## src/rtl/rope_pkg.sv

```systemverilog
// Screen constants and state type shared by the rope sequencer, drawer and player logic.
package rope_pkg;

  localparam int COORD_W = 11;
  localparam logic [COORD_W-1:0] CEILING_Y = 11'd16;
  localparam logic [COORD_W-1:0] FLOOR_Y   = 11'd440;

  typedef enum logic [1:0] {IDLE, EXTEND, HOLD} rope_state_t;

endpackage

```

## src/rtl/rise_detect.sv

```systemverilog
// Registers a level input and flags its 0->1 transition for one clock.
module rise_detect (
  input  logic clk,
  input  logic resetN,
  input  logic din,
  output logic rise
);

  logic din_q;

  always_ff @(posedge clk or negedge resetN) begin
    if (!resetN) din_q <= 1'b0;
    else         din_q <= din;
  end

  assign rise = din & ~din_q;

endmodule

```

## src/rtl/rope_controller.sv

```systemverilog
// Rope (harpoon) sequencer: launch at the player, rise once per frame, hold at the
// ceiling, retract on timeout or ball hit.
//   state  | meaning
//   IDLE   | no rope; head parked at FLOOR_Y, waiting for an armed fire edge
//   EXTEND | head rising SPEED pixels per frame towards CEILING_Y
//   HOLD   | head at CEILING_Y, counting down HOLD_FRAMES frames
module rope_controller
  import rope_pkg::*;
#(
  parameter logic [COORD_W-1:0] CEILING_Y   = rope_pkg::CEILING_Y,
  parameter logic [COORD_W-1:0] FLOOR_Y     = rope_pkg::FLOOR_Y,
  parameter logic [COORD_W-1:0] SPEED       = 11'd8,
  parameter logic [7:0]         HOLD_FRAMES = 8'd30,
  parameter logic [COORD_W-1:0] X_OFFSET    = 11'd14
) (
  input  logic               clk,
  input  logic               resetN,
  input  logic               startOfFrame,
  input  logic               fireReq,
  input  logic [COORD_W-1:0] playerX,
  input  logic               ballCollision,
  output logic [COORD_W-1:0] topLeftX,
  output logic [COORD_W-1:0] topLeftY,
  output logic [COORD_W-1:0] topY,
  output logic               ropeActive,
  output logic               ropeFired,
  output logic               ropeDone
);

  // One extra bit so CEILING_Y + SPEED cannot wrap in the step test.
  localparam logic [COORD_W:0] STEP_LIMIT = {1'b0, CEILING_Y} + {1'b0, SPEED};

  rope_state_t        state, state_n;
  logic [COORD_W-1:0] top_y_n, top_left_x_n;
  logic [7:0]         hold_cnt, hold_cnt_n;
  logic               armed, armed_n;
  logic               fired_n, done_n, active_n;
  logic               fire_rise;

  rise_detect u_fire_edge (
    .clk    (clk),
    .resetN (resetN),
    .din    (fireReq),
    .rise   (fire_rise)
  );

  assign topLeftY = CEILING_Y;

  always_ff @(posedge clk or negedge resetN) begin
    if (!resetN) begin
      state      <= IDLE;
      topY       <= FLOOR_Y;
      topLeftX   <= '0;
      hold_cnt   <= '0;
      armed      <= 1'b1;
      ropeActive <= 1'b0;
      ropeFired  <= 1'b0;
      ropeDone   <= 1'b0;
    end else begin
      state      <= state_n;
      topY       <= top_y_n;
      topLeftX   <= top_left_x_n;
      hold_cnt   <= hold_cnt_n;
      armed      <= armed_n;
      ropeActive <= active_n;
      ropeFired  <= fired_n;
      ropeDone   <= done_n;
    end
  end

  always_comb begin
    state_n      = state;
    top_y_n      = topY;
    top_left_x_n = topLeftX;
    hold_cnt_n   = hold_cnt;
    armed_n      = armed;
    fired_n      = 1'b0;
    done_n       = 1'b0;
    if (!fireReq) armed_n = 1'b1;

    case (state)
      IDLE: begin
        top_y_n = FLOOR_Y;
        if (fire_rise && armed) begin
          top_left_x_n = playerX + X_OFFSET;
          fired_n      = 1'b1;
          armed_n      = 1'b0;
          state_n      = EXTEND;
        end
      end
      EXTEND: begin
        if (ballCollision) begin
          top_y_n = FLOOR_Y;
          done_n  = 1'b1;
          state_n = IDLE;
        end else if (startOfFrame) begin
          if ({1'b0, topY} >= STEP_LIMIT) begin
            top_y_n = topY - SPEED;
          end else begin
            top_y_n    = CEILING_Y;
            hold_cnt_n = HOLD_FRAMES;
            if (HOLD_FRAMES == 8'd0) begin
              done_n  = 1'b1;
              state_n = IDLE;
            end else begin
              state_n = HOLD;
            end
          end
        end
      end
      HOLD: begin
        top_y_n = CEILING_Y;
        if (ballCollision) begin
          top_y_n = FLOOR_Y;
          done_n  = 1'b1;
          state_n = IDLE;
        end else if (startOfFrame) begin
          if (hold_cnt == 8'd1) begin
            top_y_n = FLOOR_Y;
            done_n  = 1'b1;
            state_n = IDLE;
          end else begin
            hold_cnt_n = hold_cnt - 8'd1;
          end
        end
      end
      default: begin
        top_y_n = FLOOR_Y;
        state_n = IDLE;
      end
    endcase

    active_n = (state_n != IDLE);
  end

endmodule

```

## config.mk

```make
export PLATFORM = sky130hd
export DESIGN_NAME = rope_controller
export DESIGN_NICKNAME = d
export VERILOG_FILES = /design/src/rtl/rope_pkg.sv /design/src/rtl/rise_detect.sv /design/src/rtl/rope_controller.sv
export SDC_FILE = /design/constraint.sdc
export NUM_CORES = 1
export LEC_CHECK = 0
export ABC_AREA = 1
export BUFFER_PORTS_ARGS = -buffer_cell sky130_fd_sc_hd__buf_2
export CAP_MARGIN = 0
export CORE_MARGIN = 2
export CORE_UTILIZATION = 30
export CTS_BUF_LIST = sky130_fd_sc_hd__clkbuf_4
export DETAILED_ROUTE_END_ITERATION = 8
export GPL_ROUTABILITY_DRIVEN = 0
export HOLD_SLACK_MARGIN = 0.06
export PLACE_DENSITY = 0.46
export REMOVE_ABC_BUFFERS = 1
export SLEW_MARGIN = 0
export SYNTH_ARGS = -nofsm -noshare
export SYNTH_HDL_FRONTEND = slang
export SYNTH_SLANG_ARGS = --single-unit
```

## constraint.sdc

```tcl
create_clock -name clk -period 2.2 [get_ports clk]
set_input_delay 0.33 -clock clk [delete_from_list [all_inputs] [get_ports clk]]
set_output_delay 0.33 -clock clk [all_outputs]
set_load 0.05 [all_outputs]
```

### Word-level counts from Yosys, hierarchy flattened

Cells that the tools add are included.

| cells by class | value |
|---|---|
| add/sub/neg operators | 3 |
| $mul | 0 |
| divide/modulo/power cells | 0 |
| magnitude comparators | 1 |
| equality and inequality tests | 10 |
| shift operators | 0 |
| muxes and demuxes | 32 |
| bitwise gates (word level) | 2 |
| reduce and logical (&&, ||, !) cells | 6 |

Operator list:

| kind | number |
|---|---|
| 8-bit 2-to-1 mux | 6 |
| 11-bit 2-to-1 mux | 3 |
| 9-bit 2-to-1 mux | 3 |
| 11-bit one-hot mux with 2 select lines | 1 |
| 8-bit one-hot mux with 2 select lines | 1 |
| 2-bit 2-to-1 mux | 7 |
| 2-bit != test, second input constant | 6 |
| 11-bit by 4-bit adder with 11-bit output, second input constant | 1 |
| 11-bit by 5-bit greater-or-equal comparator with 1-bit output, second input constant | 1 |
| 11-bit by 4-bit subtractor with 11-bit output, second input constant | 1 |
| 1-bit 2-to-1 mux | 9 |
| 8-bit by 1-bit equality test with 1-bit output, second input constant | 1 |
| 8-bit by 1-bit subtractor with 8-bit output, second input constant | 1 |
| 7-bit AND reduction | 1 |
| 2-bit one-hot mux with 3 select lines | 1 |
| 2-bit nonzero test | 2 |
| 3-bit != test, second input constant | 1 |
| 2-bit by 1-bit equality test with 1-bit output, second input constant | 1 |
| 2-bit equality test, second input constant | 1 |
| 2-bit logical NOT | 1 |
| 1-bit one-hot mux with 2 select lines | 1 |
| 2-bit AND reduction | 1 |
| 1-bit AND | 1 |
| 1-bit logical AND | 1 |
| 1-bit NOT | 1 |

| storage, ports and cells | value |
|---|---|
| flip-flop bits (word level) | 37 |
| latch bits | 0 |
| memory bits (writable) | 0 |
| ROM bits | 0 |
| input port bits | 16 |
| output and inout bits | 36 |
| logic and storage cells | 63 |
| memories | 0 |

### Logic depth before layout (Yosys ltp)

| logic depth | value |
|---|---|
| depth after elaboration | 6 |
| gate-level depth with buffers | 10 |
| depth with buffers taken out | 10 |

### Cells and area by module

A second synthesis with hierarchy kept.

| unflattened totals | value |
|---|---|
| cells, all modules | 286 |
| area, all modules | 2180.8 sq um |

By module, submodules not included:

| module | times used | cells each | area an instance (sq um) | sequential area each (sq um) |
|---|---|---|---|---|
| rope_controller | 1 | 283 | 2145.8 | 833.3 |
| rise_detect | 1 | 3 | 35.0 | 25.0 |

### Least setup slack after synthesis

No wires, ideal clock.

| timing | value |
|---|---|
| kind | register to register |
| start point | register topY[3] |
| end point | register topY[9] |
| library setup time | 0.123 ns |
| arrival | 1.482 ns |
| required time | 2.077 ns |
| path slack | 0.595 ns |
| stages on the path, launching flop included | 8 |
| path buffers | 0 |
| period minus slack after synthesis | 1.605 ns |
| cells stage by stage | dfstp_2 > inv_1 > ha_1 > nand2_1 > nor2_1 > nand2_1 > xor2_1 > o21ai_1 |

| between the ends | value |
|---|---|
| cells in the longest elaborated chain, start to end | 5 |
| elaborated cells between the ends (all ways) | 6 |
| classes of those cells | add/sub: 1; order compare: 1; mux: 4 |

RTL lines:

| element | line | RTL |
|---|---|---|
| start, declared | rope_controller.sv:24 | `output logic [COORD_W-1:0] topY,` |
| start signal, assigned | rope_controller.sv:61 | `topY <= top_y_n;` |
| 11-bit by 4-bit subtractor with 11-bit output / 11-bit by 5-bit greater-or-equal comparator with 1-bit output (equally long branches) | rope_controller.sv:98, rope_controller.sv:97 |  |
| 11-bit 2-to-1 mux * | rope_controller.sv:97 | `if ({1'b0, topY} >= STEP_LIMIT) begin` |
| 11-bit 2-to-1 mux * | rope_controller.sv:96 | `end else if (startOfFrame) begin` |
| 11-bit 2-to-1 mux * | rope_controller.sv:92 | `if (ballCollision) begin` |
| 11-bit one-hot mux with 2 select lines * | rope_controller.sv:81 | `case (state)` |

Mark *: on every way between the ends. The rest lies on a longest branch, timed or not. The select of a mux whose other input is x is not followed.
A chain may end at the register's enable or synchronous reset.

### Worst setup path after layout

| timing | value |
|---|---|
| start point | register state[1] |
| end point | register hold_cnt[5] |

| between the ends | value |
|---|---|
| cells in the longest elaborated chain, start to end | 3 |
| elaborated cells between the ends (all ways) | 11 |
| classes of those cells | eq/ne: 8; mux: 1; reduce/logical: 2 |

RTL lines:

| element | line | RTL |
|---|---|---|
| start, declared | rope_controller.sv:33 | `rope_state_t state, state_n;` |
| start signal, assigned | rope_controller.sv:60 | `state <= state_n;` |
| 2-bit equality test / 2-bit by 1-bit equality test with 1-bit output (equally long branches) | rope_controller.sv:81 |  |
| 2-bit != test (no source line) / 2-bit nonzero test (equally long branches) | - |  |
| 7-bit AND reduction (no source line) | - |  |
| end signal, assigned | rope_controller.sv:63 | `hold_cnt <= hold_cnt_n;` |
| end, declared | rope_controller.sv:35 | `logic [7:0] hold_cnt, hold_cnt_n;` |

Parallel ways exist; a longest one is shown, timed or not.

==> run metrics <==
outcome=finished, final reports clean; vias in the first global route=~1,900; Max Slew Vio Count=0; leakage power total=roughly 1.4 nW; # rows=31; final setup fails=0; via count=2,051; Critical Path AT=1.87 ns; first-pass GRT wire length=approximately 8.8 mm; Slew @ Worst Pin=about 0.8 ns; Synth async-reset ratio=100%; NetSw=1.68 mW; Combinational Power Share=~53%; Vias/cell=between 4 and 5; main flop type after synthesis=dfrtp_1; # Max-Cap Violations=0; Crit. Startpoint=state[1]; Syn. warnings=0; Antenna Violating Nets Remaining=0; core area=roughly 7300 um2; post-layout utilization of the core=around 36%; Hold Worst Slack=between 0.06 and 0.07 ns; Max VDD drop=approximately 0.00053 V; Worst Skew=around 0.015 ns; GRT Overall Usage=13.0%; Final #Nets=380; CTS tree=built; routed length per placed instance=11.2 um; Setup Buffers After CTS=0; Max Fanout on Critical Path=7; die area=roughly 8400 um2; Post-route DRC=0; cell taking the most area after synthesis=dfrtp_1; drt first pass iters=4; I/O Buffers=37; Worst setup EP type=register; Synth Cell Area=2300 um2; ranking of synthesized cells by area=dfrtp_1, nand2_1, dfstp_2; Reg2Reg Setup Slack=~0.61 ns; Root Buffer=clkbuf_4; Area growth, synth to finish=13.8%; fin area=2610 um2; clock-pin slew on the worst setup and hold paths=0.12 ns; H-tree Lvls=2; Post-CTS Resized=0; switching share of total power=about 52%; Max-slew headroom=a little under half; Max Freq=roughly 630 MHz; drt total wl=5.11 mm; die height=between 90 and 100 um; largest net degree at the start of global routing=35; CTS Hold Bufs=0; FILL cells=794; Pint=approximately 1.6 mW; Yosys top cell area share=about 31%; Num CTS Buffers=5; CP Launch Type=register; Initial Utilization=a little under a third; Post-synth top cells=nand2_1, inv_1, nor2_1; cell area power density=around 1200 nW/um2; Pwr Total=roughly 3.2 mW; HPWL after DPL=slightly below 4 mm; Final Hold Fails=0; Iter 0 DRT Violations=between 70 and 80; CTS sink cnt=34; Worst-Skew Late Latency=roughly 0.34 ns; Yosys cell types=30; Placed Area=approximately 2500 um2; synthesized flop and latch total=34; post-synthesis sequential area ratio=a little under two fifths; Final Cycle Share=between 70% and 80%; Crit Path Class=reg -> reg; Seq pwr share=about a third; Die Wd=between 90 and 100 um; FF-to-FF Start=state[1]; setup ws final=0.613 ns; required time of the critical path=2.48 ns; layout cells sized above 1=20.8%; most frequent cell after synthesis=nand2_1; Finished Layout Cells=around 460; post-route minimum period=around 1.6 ns; Cells after Synth=around 310; Hold Path Class=in -> async; Max clock buf depth=2; RSZ-0062 raised after global routing=no; Clock Power Share=around 15%; I/O Pins=52; dpl ws=~0.60 ns; mean post-synth cell area=around 7.3 um2; number of diodes=0; Cells after DPL=447; antenna violations before repair=0; Post-synth EDFFs=0; total congestion overflow=0; Setup TNS Final=0 ns
[layout by cell type (no fill, tap or decap), drive strengths merged, types with 3 or more instances in the layout]
| master | instances |
|---|---|
| nand4 | 11 |
| conb | 14 |
| nor2 | 36 |
| xnor2 | 3 |
| dfrtp | 28 |
| inv | 40 |
| nor3 | 3 |
| clkbuf | 6 |
| xor2 | 3 |
| dfstp | 6 |
| ha | 9 |
| a21oi | 9 |
| o21ai | 16 |
| nand2 | 101 |
| nand3 | 26 |
| buf | 40 |
[logic make-up (layout without fill, tap and decap cells)]
family          count (synthesis)  after routing  share of synthesized area (%)
compound gates                 28             28                           7.58
xor+xnor                        6              6                           2.29
fa+ha+maj                       9              9                           4.90
buf+inv                        58             88                           12.5
flops                          34             34                           37.4
other cells                     2             14                          0.327
simple gates                  177            177                           35.0
[flip-flops by register name, summed over array words and instances (netlist names)]
| register | flops |
|---|---|
| topY | 8 |
| hold_cnt | 8 |
| armed | 1 |
| state | 2 |
| ropeActive | 1 |
| topLeftX | 11 |
| ropeFired | 1 |
| ropeDone | 1 |
| u_fire_edge.din_q | 1 |
[layer usage]
metal	routed length [um]	vias up	global-route usage (%)
met5	0	-	0
met4	70	0	4.67
met3	258	7	2.74
met2	2210	61	20.5
met1	2580	940	17.5
li1	-	1043	-
[path summary, 6_finish.rpt]
check,end,cells past startpoint
max,hold_cnt[5],7
min,hold_cnt[4],1
max reg2reg,hold_cnt[5],7
min reg2reg,topLeftX[9],2
max in group asynchronous,topLeftX[0],1
min in group clk,u_fire_edge.din_q,1
[critical path, cell delays in order (launching register included)]
cell and delay (ns):
dfrtp_1 0.42, inv_1 0.10, ha_1 0.26, inv_2 0.10
a21oi_4 0.25, a21boi_2 0.25, nand3_1 0.10, nand2_1 0.06
[area by class of cell]
| type | count | area [um2] | share of cell area, % |
|---|---|---|---|
| inverters | 40 | 150 | 5.74 |
| clock inverters | 2 | 33.8 | 1.29 |
| clock buffers | 6 | 45.0 | 1.72 |
| repair buffers | 40 | 208 | 7.95 |
| well taps | 99 | 124 | 4.74 |
| multi-input cells | 234 | 1190 | 45.7 |
| flip-flops and latches | 34 | 858 | 32.8 |
[power groups by stage]
stage | clock network (mW) | registers, mW | logic, mW
floorplan | 0 | 1.61 | 0.771
global placement | 0 | 1.07 | 1.74
detailed placement | 0 | 1.07 | 1.72
CTS | 0.498 | 1.06 | 1.73
global route | 0.527 | 1.09 | 1.89
finish | 0.477 | 1.06 | 1.71
(Power assumes the default switching activity.)
